**src/rtl/pixel_scheduler.sv**
```systemverilog
// pixel_scheduler: waits for a quiet, loaded scene, snapshots camera/light,
// then raster-scans WIDTH x HEIGHT pixel coordinates to the ray generator.
//
// Handshake (pix_*): a transfer happens on a rising edge where
// pix_valid && pix_ready. While pix_valid is high and pix_ready is low,
// pix_x, pix_y, pix_last, frame_camera and frame_light hold stable, and
// pix_valid only drops after a transfer, on abort, or on reset.

package pixel_scheduler_pkg;
  typedef struct packed {
    logic [15:0] pos_x;
    logic [15:0] pos_y;
    logic [15:0] pos_z;
    logic [15:0] yaw;
  } Camera;

  typedef struct packed {
    logic [15:0] pos_x;
    logic [15:0] pos_y;
    logic [15:0] pos_z;
    logic [15:0] intensity;
  } Light;

  typedef enum logic [1:0] {
    S_IDLE     = 2'd0,
    S_WAIT_MEM = 2'd1,
    S_SCAN     = 2'd2,
    S_DONE     = 2'd3
  } state_t;
endpackage

module pixel_scheduler
  import pixel_scheduler_pkg::*;
#(
  parameter int WIDTH  = 320,
  parameter int HEIGHT = 240,
  parameter int XW     = (WIDTH  > 1) ? $clog2(WIDTH)  : 1,
  parameter int YW     = (HEIGHT > 1) ? $clog2(HEIGHT) : 1,
  parameter int FCW    = 16
) (
  input  logic           clk_100mhz,
  input  logic           rst,
  input  logic           start,
  input  logic           abort,
  input  logic           mem_ready,
  input  logic           execInst_valid,
  input  Camera          cur_camera,
  input  Light           cur_light,
  output logic           pix_valid,
  input  logic           pix_ready,
  output logic [XW-1:0]  pix_x,
  output logic [YW-1:0]  pix_y,
  output logic           pix_last,
  output Camera          frame_camera,
  output Light           frame_light,
  output logic           busy,
  output logic           frame_done,
  output logic [FCW-1:0] frame_count,
  output logic [1:0]     dbg_state
);

  localparam logic [XW-1:0] X_MAX = XW'(WIDTH - 1);
  localparam logic [YW-1:0] Y_MAX = YW'(HEIGHT - 1);

  state_t           r_state;
  state_t           w_next_state;
  logic             r_pix_valid;
  logic [XW-1:0]    r_pix_x;
  logic [YW-1:0]    r_pix_y;
  Camera            r_frame_camera;
  Light             r_frame_light;
  logic [FCW-1:0]   r_frame_count;

  logic             w_xfer;
  logic             w_row_end;
  logic             w_frame_end;
  logic             w_scene_quiet;

  assign w_xfer        = r_pix_valid && pix_ready;
  assign w_row_end     = (r_pix_x == X_MAX);
  assign w_frame_end   = w_row_end && (r_pix_y == Y_MAX);
  assign w_scene_quiet = mem_ready && !execInst_valid;

  // State register; reset drops any frame in flight.
  always_ff @(posedge clk_100mhz) begin
    if (!rst) begin
      r_state <= S_IDLE;
    end else begin
      r_state <= w_next_state;
    end
  end

  // Next-state logic; abort wins over a simultaneous transfer or start.
  always_comb begin
    w_next_state = r_state;
    case (r_state)
      S_IDLE: begin
        if (start && !abort) w_next_state = S_WAIT_MEM;
      end
      S_WAIT_MEM: begin
        if (abort)              w_next_state = S_IDLE;
        else if (w_scene_quiet) w_next_state = S_SCAN;
      end
      S_SCAN: begin
        if (abort)                        w_next_state = S_IDLE;
        else if (w_xfer && w_frame_end)   w_next_state = S_DONE;
      end
      S_DONE: begin
        w_next_state = S_IDLE;
      end
      default: w_next_state = S_IDLE;
    endcase
  end

  // Datapath: snapshot on scan entry, raster advance on transfer, frame counter.
  always_ff @(posedge clk_100mhz) begin
    if (!rst) begin
      r_pix_valid    <= 1'b0;
      r_pix_x        <= '0;
      r_pix_y        <= '0;
      r_frame_camera <= '0;
      r_frame_light  <= '0;
      r_frame_count  <= '0;
    end else begin
      case (r_state)
        S_WAIT_MEM: begin
          if (!abort && w_scene_quiet) begin
            r_frame_camera <= cur_camera;
            r_frame_light  <= cur_light;
            r_pix_x        <= '0;
            r_pix_y        <= '0;
            r_pix_valid    <= 1'b1;
          end
        end
        S_SCAN: begin
          if (abort) begin
            r_pix_valid <= 1'b0;
          end else if (w_xfer) begin
            if (w_frame_end) begin
              // Coordinates park on the final pixel.
              r_pix_valid <= 1'b0;
            end else if (w_row_end) begin
              r_pix_x <= '0;
              r_pix_y <= r_pix_y + YW'(1);
            end else begin
              r_pix_x <= r_pix_x + XW'(1);
            end
          end
        end
        S_DONE: begin
          r_frame_count <= r_frame_count + FCW'(1);
        end
        default: begin
        end
      endcase
    end
  end

  // Outputs decoded from state and datapath registers.
  always_comb begin
    busy         = (r_state != S_IDLE);
    frame_done   = (r_state == S_DONE);
    pix_valid    = r_pix_valid;
    pix_x        = r_pix_x;
    pix_y        = r_pix_y;
    pix_last     = r_pix_valid && w_frame_end;
    frame_camera = r_frame_camera;
    frame_light  = r_frame_light;
    frame_count  = r_frame_count;
    dbg_state    = r_state;
  end

endmodule

```
**config.mk**
```make
export PLATFORM = sky130hd
export DESIGN_NAME = pixel_scheduler
export DESIGN_NICKNAME = d
export VERILOG_FILES = /design/src/rtl/pixel_scheduler.sv
export SDC_FILE = /design/constraint.sdc
export NUM_CORES = 1
export LEC_CHECK = 0
export CAP_MARGIN = 20
export CORE_MARGIN = 2
export CORE_UTILIZATION = 40
export DETAILED_ROUTE_END_ITERATION = 16
export MAX_ROUTING_LAYER = met4
export PLACE_DENSITY = 0.84
export SETUP_SLACK_MARGIN = 0.2
export SLEW_MARGIN = 10
export SYNTH_ARGS = -nofsm -noshare
export SYNTH_HDL_FRONTEND = slang
export SYNTH_SLANG_ARGS = --single-unit
```
**constraint.sdc**
```tcl
create_clock -name clk_100mhz -period 2.52 [get_ports clk_100mhz]
set_clock_uncertainty 0.1 [all_clocks]
set_input_delay 0.252 -clock clk_100mhz [delete_from_list [all_inputs] [get_ports clk_100mhz]]
set_output_delay 0.252 -clock clk_100mhz [all_outputs]
set_load 0.005 [all_outputs]
```
### Yosys cells after proc, flatten, opt, wreduce, memory -nomap -nowiden

Index checks and enable logic that the tools add are counted.

* register bits after elaboration: 164
* bits in latches: 0
* memory bits (writable): 0
* bits in read-only memories: 0
* output and inout port bits: 167
* logic and storage cells: 71
* memories: 0

* add/subtract/negate cells: 3
* multipliers: 0
* divide/modulo/power cells: 0
* order comparisons: 0
* equality and inequality tests: 15
* shift operators: 0
* multiplexer cells: 23
* bitwise logic cells: 0
* reductions and logical operators: 17

Operators with widths (number)
* $mux 9: 5
* $mux 8: 5
* $pmux 9 s2: 1
* $add 16x1->16 const B: 1
* $pmux 8 s2: 1
* $ne 2x2->1 const B: 6
* $ne 3x3->1 const B: 4
* $mux 2: 5
* $add 9x1->9 const B: 1
* $eq 9x9->1 const B: 1
* $add 8x1->8 const B: 1
* $eq 8x8->1 const B: 1
* $pmux 2 s4: 1
* $logic_and 1x1->1: 7
* $reduce_and 6->1: 1
* $reduce_and 5->1: 1
* $eq 2x2->1 const B: 2
* $mux 1: 4
* $reduce_and 4->1: 1
* $reduce_bool 2->1: 2
* $reduce_and 3->1: 1
* $eq 2x1->1 const B: 1
* $logic_not 1->1: 2
* $logic_not 2->1: 1
* other kinds (2): 2

### Logic depth before layout (Yosys ltp)

Gate-level depths: netlist (run 1).

* word-level depth: 6
* gate-level depth with buffers: 7

### Worst setup path before layout (run 1)

OpenSTA, ideal clock, no wires.

* path type: register to register
* start point: reg r_pix_y[0] (netlist: pix_y[0])
* end point: reg r_pix_valid (netlist: pix_valid)
* data arrival time: 1.739 ns
* data required time: 2.301 ns
* path slack: 0.563 ns
* cell stages (with the launch flop): 6
* cell sequence: dfxtp_1 > ha_1 > nand3_1 > or4_1 > o21a_1 > o221a_2

* longest elaborated chain between the ends: 4

Ends and longest elaborated chain
* from (decl): RTL line 69 `logic [YW-1:0] r_pix_y;`
* from (signal assigned): RTL line 144 `r_pix_y <= r_pix_y + YW'(1);`
* $eq 8x8->1: RTL line 81 `assign w_frame_end = w_row_end && (r_pix_y == Y_MAX);`
* $logic_and 1x1->1: RTL line 81
* $ne 3x3->1 (no line)
* $reduce_and 4->1 (no line)
* to (signal assigned): RTL line 118 `r_pix_valid <= 1'b0;`
* to (signal assigned): RTL line 132 `r_pix_valid <= 1'b1;`
* to (signal assigned): RTL line 137 `r_pix_valid <= 1'b0;`
* to (decl): RTL line 67 `logic r_pix_valid;`

Every way passes these cells.
A chain may end at the register's enable or synchronous reset.

### Worst setup path in the final report (run 1)

* start point: reg r_pix_x[1] (netlist: pix_x[1])
* end point: reg r_pix_valid (netlist: pix_valid)

* longest elaborated chain between the ends: 4

Ends and longest elaborated chain
* from (decl): RTL line 68 `logic [XW-1:0] r_pix_x;`
* from (signal assigned): RTL line 146 `r_pix_x <= r_pix_x + XW'(1);`
* $eq 9x9->1: RTL line 80 `assign w_row_end = (r_pix_x == X_MAX);`
* $logic_and 1x1->1: RTL line 81
* $ne 3x3->1 (no line)
* $reduce_and 4->1 (no line)

Every way passes these cells.

==> results of run 1 <==
-- registers in the layout (all words and copies together), names as in the netlist --
name	flops
pix_valid	1
frame_light	64
dbg_state	2
frame_count	16
pix_x	9
pix_y	8
frame_camera	64
-- tightest hold or removal path, stage by stage --
cell             delay, ns
clkdlybuf4s50_1       0.39
nand2_1               0.05
a21oi_1               0.05
-- metal layers --
metal  share of wire, %  vias up  GRT usage [%]
li1                   -     3264              -
met1                 39     3056           26.3
met2                 49      290           37.1
met3                8.9       41           7.47
met4                2.6        0           9.34
met5                  0        -              -
-- power by group --
group / leakage [nW] / internal [mW] / switching, mW
logic: 1.83 / 0.243 / 0.124
clock network: 0.255 / 1.44 / 1.01
registers: 1.33 / 2.61 / 0.0103
total: 3.41 / 4.30 / 1.14
-- area by class of cell --
class | count | area (um^2) | area share (%)
repair buffers | 331 | 3320 | 32.4
flip-flops and latches | 164 | 3300 | 32.1
multi-input cells | 565 | 2790 | 27.2
clock buffers | 21 | 440 | 4.29
well taps | 211 | 264 | 2.57
clock inverters | 9 | 109 | 1.06
inverters | 10 | 40.0 | 0.390
-- worst min-delay path by stage --
stage                     start               end  slack [ns]  depth (start not counted)
2_1_floorplan     cur_camera[0]   frame_camera[0]        0.29                          2
3_3_place_gp    frame_light[32]   frame_light[32]        0.34                          2
3_5_place_dp   frame_camera[34]  frame_camera[34]        0.35                          2
4_1_cts           cur_light[37]   frame_light[37]        0.25                          3
5_1_grt          cur_camera[39]  frame_camera[39]        0.26                          3
6_report          cur_light[14]   frame_light[14]        0.28                          3
-- cells in the final DEF, fill, tap and decap left out, drive strengths merged, types with 2 or more instances in the layout --
cell type / Yosys / layout
a2111oi: 2 / 2
and3: 6 / 6
a21oi: 136 / 136
o2111ai: 3 / 3
clkinv: 1 / 3
a221oi: 3 / 3
a311oi: 2 / 2
nand2b: 4 / 4
o211ai: 6 / 6
clkinvlp: 0 / 4
clkbuf: 44 / 21
bufinv: 0 / 2
buf: 12 / 30
xor2: 2 / 2
and2: 2 / 2
nor4: 10 / 10
nand2: 281 / 281
nor2b: 3 / 3
nor2: 16 / 16
xnor2: 7 / 7
dfxtp: 164 / 164
ha: 3 / 3
o21ai: 12 / 12
a221o: 2 / 2
nand3: 16 / 16
nand4: 5 / 5
inv: 9 / 10
o221a: 2 / 2
or3: 10 / 10
or4: 4 / 4
mux2i: 5 / 5
clkdlybuf4s50: 0 / 300
nand4b: 4 / 4
a31oi: 3 / 3
nor3: 5 / 5
-- stage by stage --
step | power (mW) | cell area (um^2)
after global routing | 5.61 | 10300
after CTS | 5.49 | 10200
after global placement | 3.04 | 9560
after detailed placement | 3.04 | 9560
final | 5.44 | 10300
after floorplan | 2.76 | 6290
-- synthesized netlist by cell type, types with 3 or more instances --
| library cell | count | area [um^2] |
|---|---|---|
| or4_1 | 4 | 30.0 |
| o21ai_0 | 12 | 60.1 |
| nand3_1 | 16 | 80.1 |
| nand2b_1 | 4 | 25.0 |
| and3_1 | 6 | 37.5 |
| o2111ai_1 | 3 | 26.3 |
| dfxtp_1 | 164 | 3280 |
| nand2_1 | 281 | 1050 |
| mux2i_1 | 5 | 50.1 |
| a21oi_1 | 136 | 681 |
| or3_1 | 9 | 56.3 |
| nor2_1 | 16 | 60.1 |
| nand4_1 | 5 | 31.3 |
| nor3_1 | 5 | 25.0 |
| xnor2_1 | 7 | 61.3 |
| buf_1 | 10 | 37.5 |
| inv_1 | 9 | 33.8 |
| o211ai_1 | 6 | 45.0 |
| nor4_1 | 9 | 56.3 |
| nand4b_1 | 4 | 35.0 |
| clkbuf_1 | 44 | 165 |
| a31oi_1 | 3 | 18.8 |
| ha_1 | 3 | 37.5 |
| nor2b_1 | 3 | 18.8 |
-- timing repair --
item                       CTS  global route
buffers inserted             5             9
resized for setup           10             7
pin swaps                    3             6
setup endpoints to repair    1             5
-- kinds of logic (layout without fill, tap and decap cells) --
kind of cell / count (synthesis) / after routing
AND/OR/NAND/NOR: 369 / 369
AO/OA/AOI/OAI: 179 / 179
flip-flops: 164 / 164
buffers and inverters: 66 / 371
XOR/XNOR: 9 / 9
multiplexers: 5 / 5
adder cells (fa/ha/maj): 3 / 3
==> summary.md, run 1 <==
| Metric | Value |
|---|---|
| DRC violations left | `0` |
| Filler instances | `about 1.2k` |
| Post-Synth XOR/XNOR Area | `between 1 and 1.5%` |
| Worst slew pin tran | `0.635 ns` |
| # setup viols final | `0` |
| Grt total ovfl | `0` |
| Capture point of the critical path | `pix_valid` |
| Num CTS Buffers | `17` |
| Row cnt | `45` |
| Via density | `5.07` |
| Leakage | `3.41 nW` |
| Initial core utilization | `41.2%` |
| Syn Inst Count | `795` |
| Yosys cell types | `just under 50` |
| Die area | `16700 um^2` |
| Detailed Routing Iterations Pass 1 | `5` |
| Hold Fails Final Rpt | `0` |
| Worst Path Buf+Inv | `4` |
| Clk root buf | `clkbuf_16` |
| CP endpoint kind | `flip-flop` |
| WP data required | `~2.7 ns` |
| Largest family of logic cells by synthesized area | `simple AND/OR/NAND/NOR gates` |
| Critical path arrival | `roughly 2.5 ns` |
| CTS tree | `yes` |
| Simple-gate area share of the yosys netlist | `about 25%` |
| Slew headroom | `about 58%` |
| # IOs | `just over 300` |
| Max Slew Vio Count | `0` |
| Wire length per cell | `14.8 um` |
| Reg2reg path depth | `9` |
| Critical path origin | `pix_x[1]` |
| Syn nets | `between 900 and 1k` |
| First-pass GRT wire length | `about 30000 um` |
| Die Height | `129 um` |
| Peak VDD IR | `~0.42 mV` |
| Skew-Pair Late Insertion Delay | `~0.41 ns` |
| Ant diodes | `0` |
| Post-route setup slack | `slightly below 0.2 ns` |
| Detail Route Antenna Nets | `0` |
| P per Cell Area | `530 nW/um^2` |
| Kind of critical path | `flip-flop to flip-flop` |
| Synth Area in Adders | `less than 1%` |
| Via total after detailed routing | `approximately 6.7k` |
| Slowest cell on crit path | `or4_4` |
| Total GRT Usage | `between 20% and 30%` |
| Most used DFF post-synth | `dfxtp_1` |
| Max incr delay on CP | `between 0.5 and 0.6 ns` |
| Clock Path Buffers | `2` |
| Port Buffers | `approximately 300` |
| Cts hold-fix bufs | `0` |
| Hold Path Class | `input port to flip-flop` |
| Initial DRC Count | `between 400 and 500` |
| DP Worst Slack | `approximately 0.25 ns` |
| Vias in the first global route | `6001` |
| Cell total after placement | `between 1k and 1.5k` |
| Crit-path cells | `ha_4 > nand4b_1 > buf_4 > buf_4 > buf_6 > buf_6 > or4_4 > o21a_1 > o221a_2` |
| Origin of the critical flop-to-flop path | `pix_x[1]` |
| Final core utilization | `between 60% and 70%` |
| EDFF count, synth | `0` |
| Non-Filler Instances | `between 1k and 1.5k` |
| Final net count | `roughly 1.2k` |
| Syn avg cell area | `just under 8 um^2` |
| Initial antenna violation count | `0` |
| Worst-path clk slew | `0.06 ns` |
| Setup_tns | `0 ns` |
| RSZ-0062 raised after global routing | `true` |
| YS warnings | `0` |
| Crit Path Max Fanout | `4` |
| Worst path depth | `9` |
| Mapped Area | `6290 um^2` |
| R2r endpoint | `pix_valid` |
| GPL Wtd Cong | `approximately 0.9` |
| Sinks on Clock Net | `~160` |
| Post-Route WL | `just under 20000 um` |
| Die width | `between 100 and 150 um` |
| Max cap viols | `0` |
| H-Tree Depth | `4` |
| Async S/R FF share, synth | `0%` |
| Minimum clock period | `2.33 ns` |
| Largest net degree at the start of global routing | `87` |
| Seq/Total Area, Yosys | `a little over half` |
| Hold_ws | `between 0.2 and 0.3 ns` |
| Core Region | `between 15000 and 20000 um^2` |
| Mux cell area share after synthesis | `0.796%` |
| Tcrit/Tclk final | `between 90 and 100%` |
| Worst R2R Setup Slack | `0.19 ns` |
| Compound-Gate Fraction of Synth Area | `between 10% and 20%` |
| CP delay by family, top | `simple AND/OR/NAND/NOR gates` |
| Max Fclk | `0.430 GHz` |
| Synthesis-to-finish area growth | `63.2%` |
| Hpwl dp | `13600 um` |
| CP startpoint kind | `flip-flop` |
| Status | `completed` |
| Share of layout cells above drive strength 1 | `under 10%` |
| FF+latch count, synth | `164` |
(Power assumes the default switching activity.)
==> run 2: changes to the inputs <==
==> constraint.sdc (replaced) <==
create_clock -name clk_100mhz -period 2.5 [get_ports clk_100mhz]
set_clock_uncertainty 0.1 [all_clocks]
set_input_delay 0.25 -clock clk_100mhz [delete_from_list [all_inputs] [get_ports clk_100mhz]]
set_output_delay 0.25 -clock clk_100mhz [all_outputs]
set_load 0.005 [all_outputs]
==> summary.md, run 2 (synthesis results as in run 1) <==
| Metric | Value |
|---|---|
| Die area | `16700 um^2` |
| Internal power | `4.64 mW` |
| Hpwl dp | `around 13000 um` |
| First-pass GRT wire length | `between 20000 and 30000 um` |
| Crit-path cells | `ha_4 > nand4b_1 > buf_4 > buf_6 > buf_6 > buf_6 > or4_4 > o21a_1 > o221a_2` |
| Leakage | `3.46 nW` |
| Worst-path clk slew | `0.07 ns` |
| Worst hold path cell count | `3` |
| Combinational Power Share | `under 10%` |
| CP endpoint kind | `flip-flop` |
| Max incr delay on CP | `about 0.53 ns` |
| DP Worst Slack | `a little under 0.3 ns` |
| Clock share of power | `48.4%` |
| WP data required | `~2.7 ns` |
| H-Tree Depth | `4` |
| Tcrit/Tclk final | `~93%` |
| Max Fclk | `0.432 GHz` |
| Die Height | `129 um` |
| WL met3 | `approximately 1600 um` |
| Hold Crit Start | `cur_light[26]` |
| Via density | `~5` |
| Filler instances | `1163` |
| R2r endpoint | `pix_valid` |
| Max Slew Vio Count | `0` |
| Synthesis-to-finish area growth | `64.1%` |
| Hold Crit Endpoint | `frame_light[26]` |
| Detailed Routing Iterations Pass 1 | `4` |
| Detail Route Antenna Nets | `0` |
| # IOs | `between 300 and 400` |
| P per Cell Area | `roughly 560 nW/um^2` |
| Switching share of power | `20.4%` |
| Hold Path Class | `input port to flip-flop` |
| Post-Route WL | `about 20000 um` |
| Num CTS Buffers | `17` |
| Core Region | `approximately 15000 um^2` |
| Die width | `~130 um` |
| Metal2 WL | `between 9000 and 10000 um` |
| Via total after detailed routing | `between 6k and 7k` |
| Max cap viols | `0` |
| Share of layout cells above drive strength 1 | `~6.9%` |
| CP delay by family, top | `simple AND/OR/NAND/NOR gates` |
| Status | `completed` |
| Minimum clock period | `around 2.3 ns` |
| DRC violations left | `0` |
| Top layer in use | `met4` |
| Port Buffers | `301` |
| Met1 WL | `~7700 um` |
| Origin of the critical flop-to-flop path | `pix_x[1]` |
| CP startpoint kind | `flip-flop` |
| GPL Wtd Cong | `~0.86` |
| Net Sw Power | `around 1.2 mW` |
| Grt total ovfl | `0` |
| Ant diodes | `0` |
| Worst slew pin tran | `a little under 0.6 ns` |
| Final net count | `1223` |
| Initial antenna violation count | `0` |
| Total GRT Usage | `23.0%` |
| Setup_tns | `0 ns` |
| Critical path's most frequent cell | `buf_6` |
| CTS tree | `yes` |
| Clock Path Buffers | `2` |
| Slew headroom | `slightly above 60%` |
| Peak VDD IR | `slightly below 0.4 mV` |
| Row cnt | `45` |
| Worst R2R Setup Slack | `about 0.19 ns` |
| Worst Path Buf+Inv | `4` |
| Most frequent cells in the layout | `300 x clkdlybuf4s50_1, 281 x nand2_1, 158 x dfxtp_1` |
| Initial DRC Count | `between 300 and 400` |
| Post-route setup slack | `0.185 ns` |
| Vias in the first global route | `about 6.1k` |
| Skew-Pair Late Insertion Delay | `just over 0.4 ns` |
| Initial core utilization | `between 40% and 50%` |
| Clk root buf | `clkbuf_16` |
| Sinks on Clock Net | `about 160` |
| Commonest non-fill, non-tap cell in the layout | `clkdlybuf4s50_1` |
| Flop pwr share | `45.3%` |
| Crit Path Max Fanout | `5` |
| Kind of critical path | `flip-flop to flip-flop` |
| Slowest cell on crit path | `or4_4` |
| Hold Fails Final Rpt | `0` |
| Wire length per cell | `14.9 um` |
| Cts hold-fix bufs | `0` |
| RSZ-0062 raised after global routing | `true` |
| Critical path arrival | `2.52 ns` |
| Reg2reg path depth | `9` |
| # setup viols final | `0` |
| Largest net degree at the start of global routing | `approximately 90` |
| Total power | `5.82 mW` |
-- run 2: cell count changes in the layout (fill, tap and decap cells not counted), sizes merged --
cell,change
clkinvlp,-4
clkbuf,+2
inv,+3
dlygate4sd2,-1
buf,-4
bufinv,+2
-- run 2: power groups by stage --
stage	clock [mW]	sequential [mW]	combinational, mW
detailed placement	0	2.70	0.362
finish	2.82	2.64	0.364
global placement	0	2.70	0.361
CTS	2.89	2.64	0.365
global route	2.98	2.64	0.390
floorplan	0	2.70	0.0809
-- run 2: how the worst max path moves through the flow --
stage | from | end | cells after the start | slack, ns
floorplan | pix_y[0] | pix_valid | 5 | 0.54
global placement | mem_ready | pix_x[8] | 5 | 0.36
global route | pix_x[1] | pix_valid | 9 | 0.15
CTS | pix_x[0] | pix_valid | 9 | 0.12
finish | pix_x[1] | pix_valid | 9 | 0.19
detailed placement | abort | pix_x[4] | 6 | 0.29
-- run 2: what timing repair did --
action                     4_1_cts  5_1_grt
buffers inserted                 5        6
setup endpoints to repair        1        6
pin swaps                        3        6
resized for setup                8       13
-- run 2: cell type report --
class	instances	area (um^2)	share of cell area, %
Tap cell	211	264	2.56
Timing Repair Buffer	327	3280	31.7
Multi-Input combinational cell	565	2800	27.1
Clock buffer	22	474	4.59
Sequential cell	164	3300	32.0
Inverter	10	40.0	0.388
Clock inverter	10	169	1.64
-- run 2: worst reg2reg max path, delay by kind of cell, from the launching register on --
family | cells | cell delay [ns]
AO/OA/AOI/OAI | 2 | 0.44
flip-flops | 1 | 0.39
AND/OR/NAND/NOR | 2 | 0.65
adder cells (fa/ha/maj) | 1 | 0.14
buffers and inverters | 4 | 0.49
-- run 2: per-stage QoR --
step | hold slack (ns) | instance area, um^2 | utilization (%) | cells
floorplan | 0.286 | 6290 | - | 795
global placement | 0.340 | 9540 | 62.5 | 1266
detailed placement | 0.346 | 9540 | 62.5 | 1266
CTS | 0.257 | 10200 | 67.1 | 1303
global route | 0.260 | 10300 | 67.6 | 1309
finish | 0.278 | 10300 | 67.6 | 1309
-- run 2: per-layer routing --
layer  up-vias  track usage, %
met3        35            7.14
met4         0            8.06
met5         -               -
li1       3256               -
met2       264            38.0
met1      3008            26.4
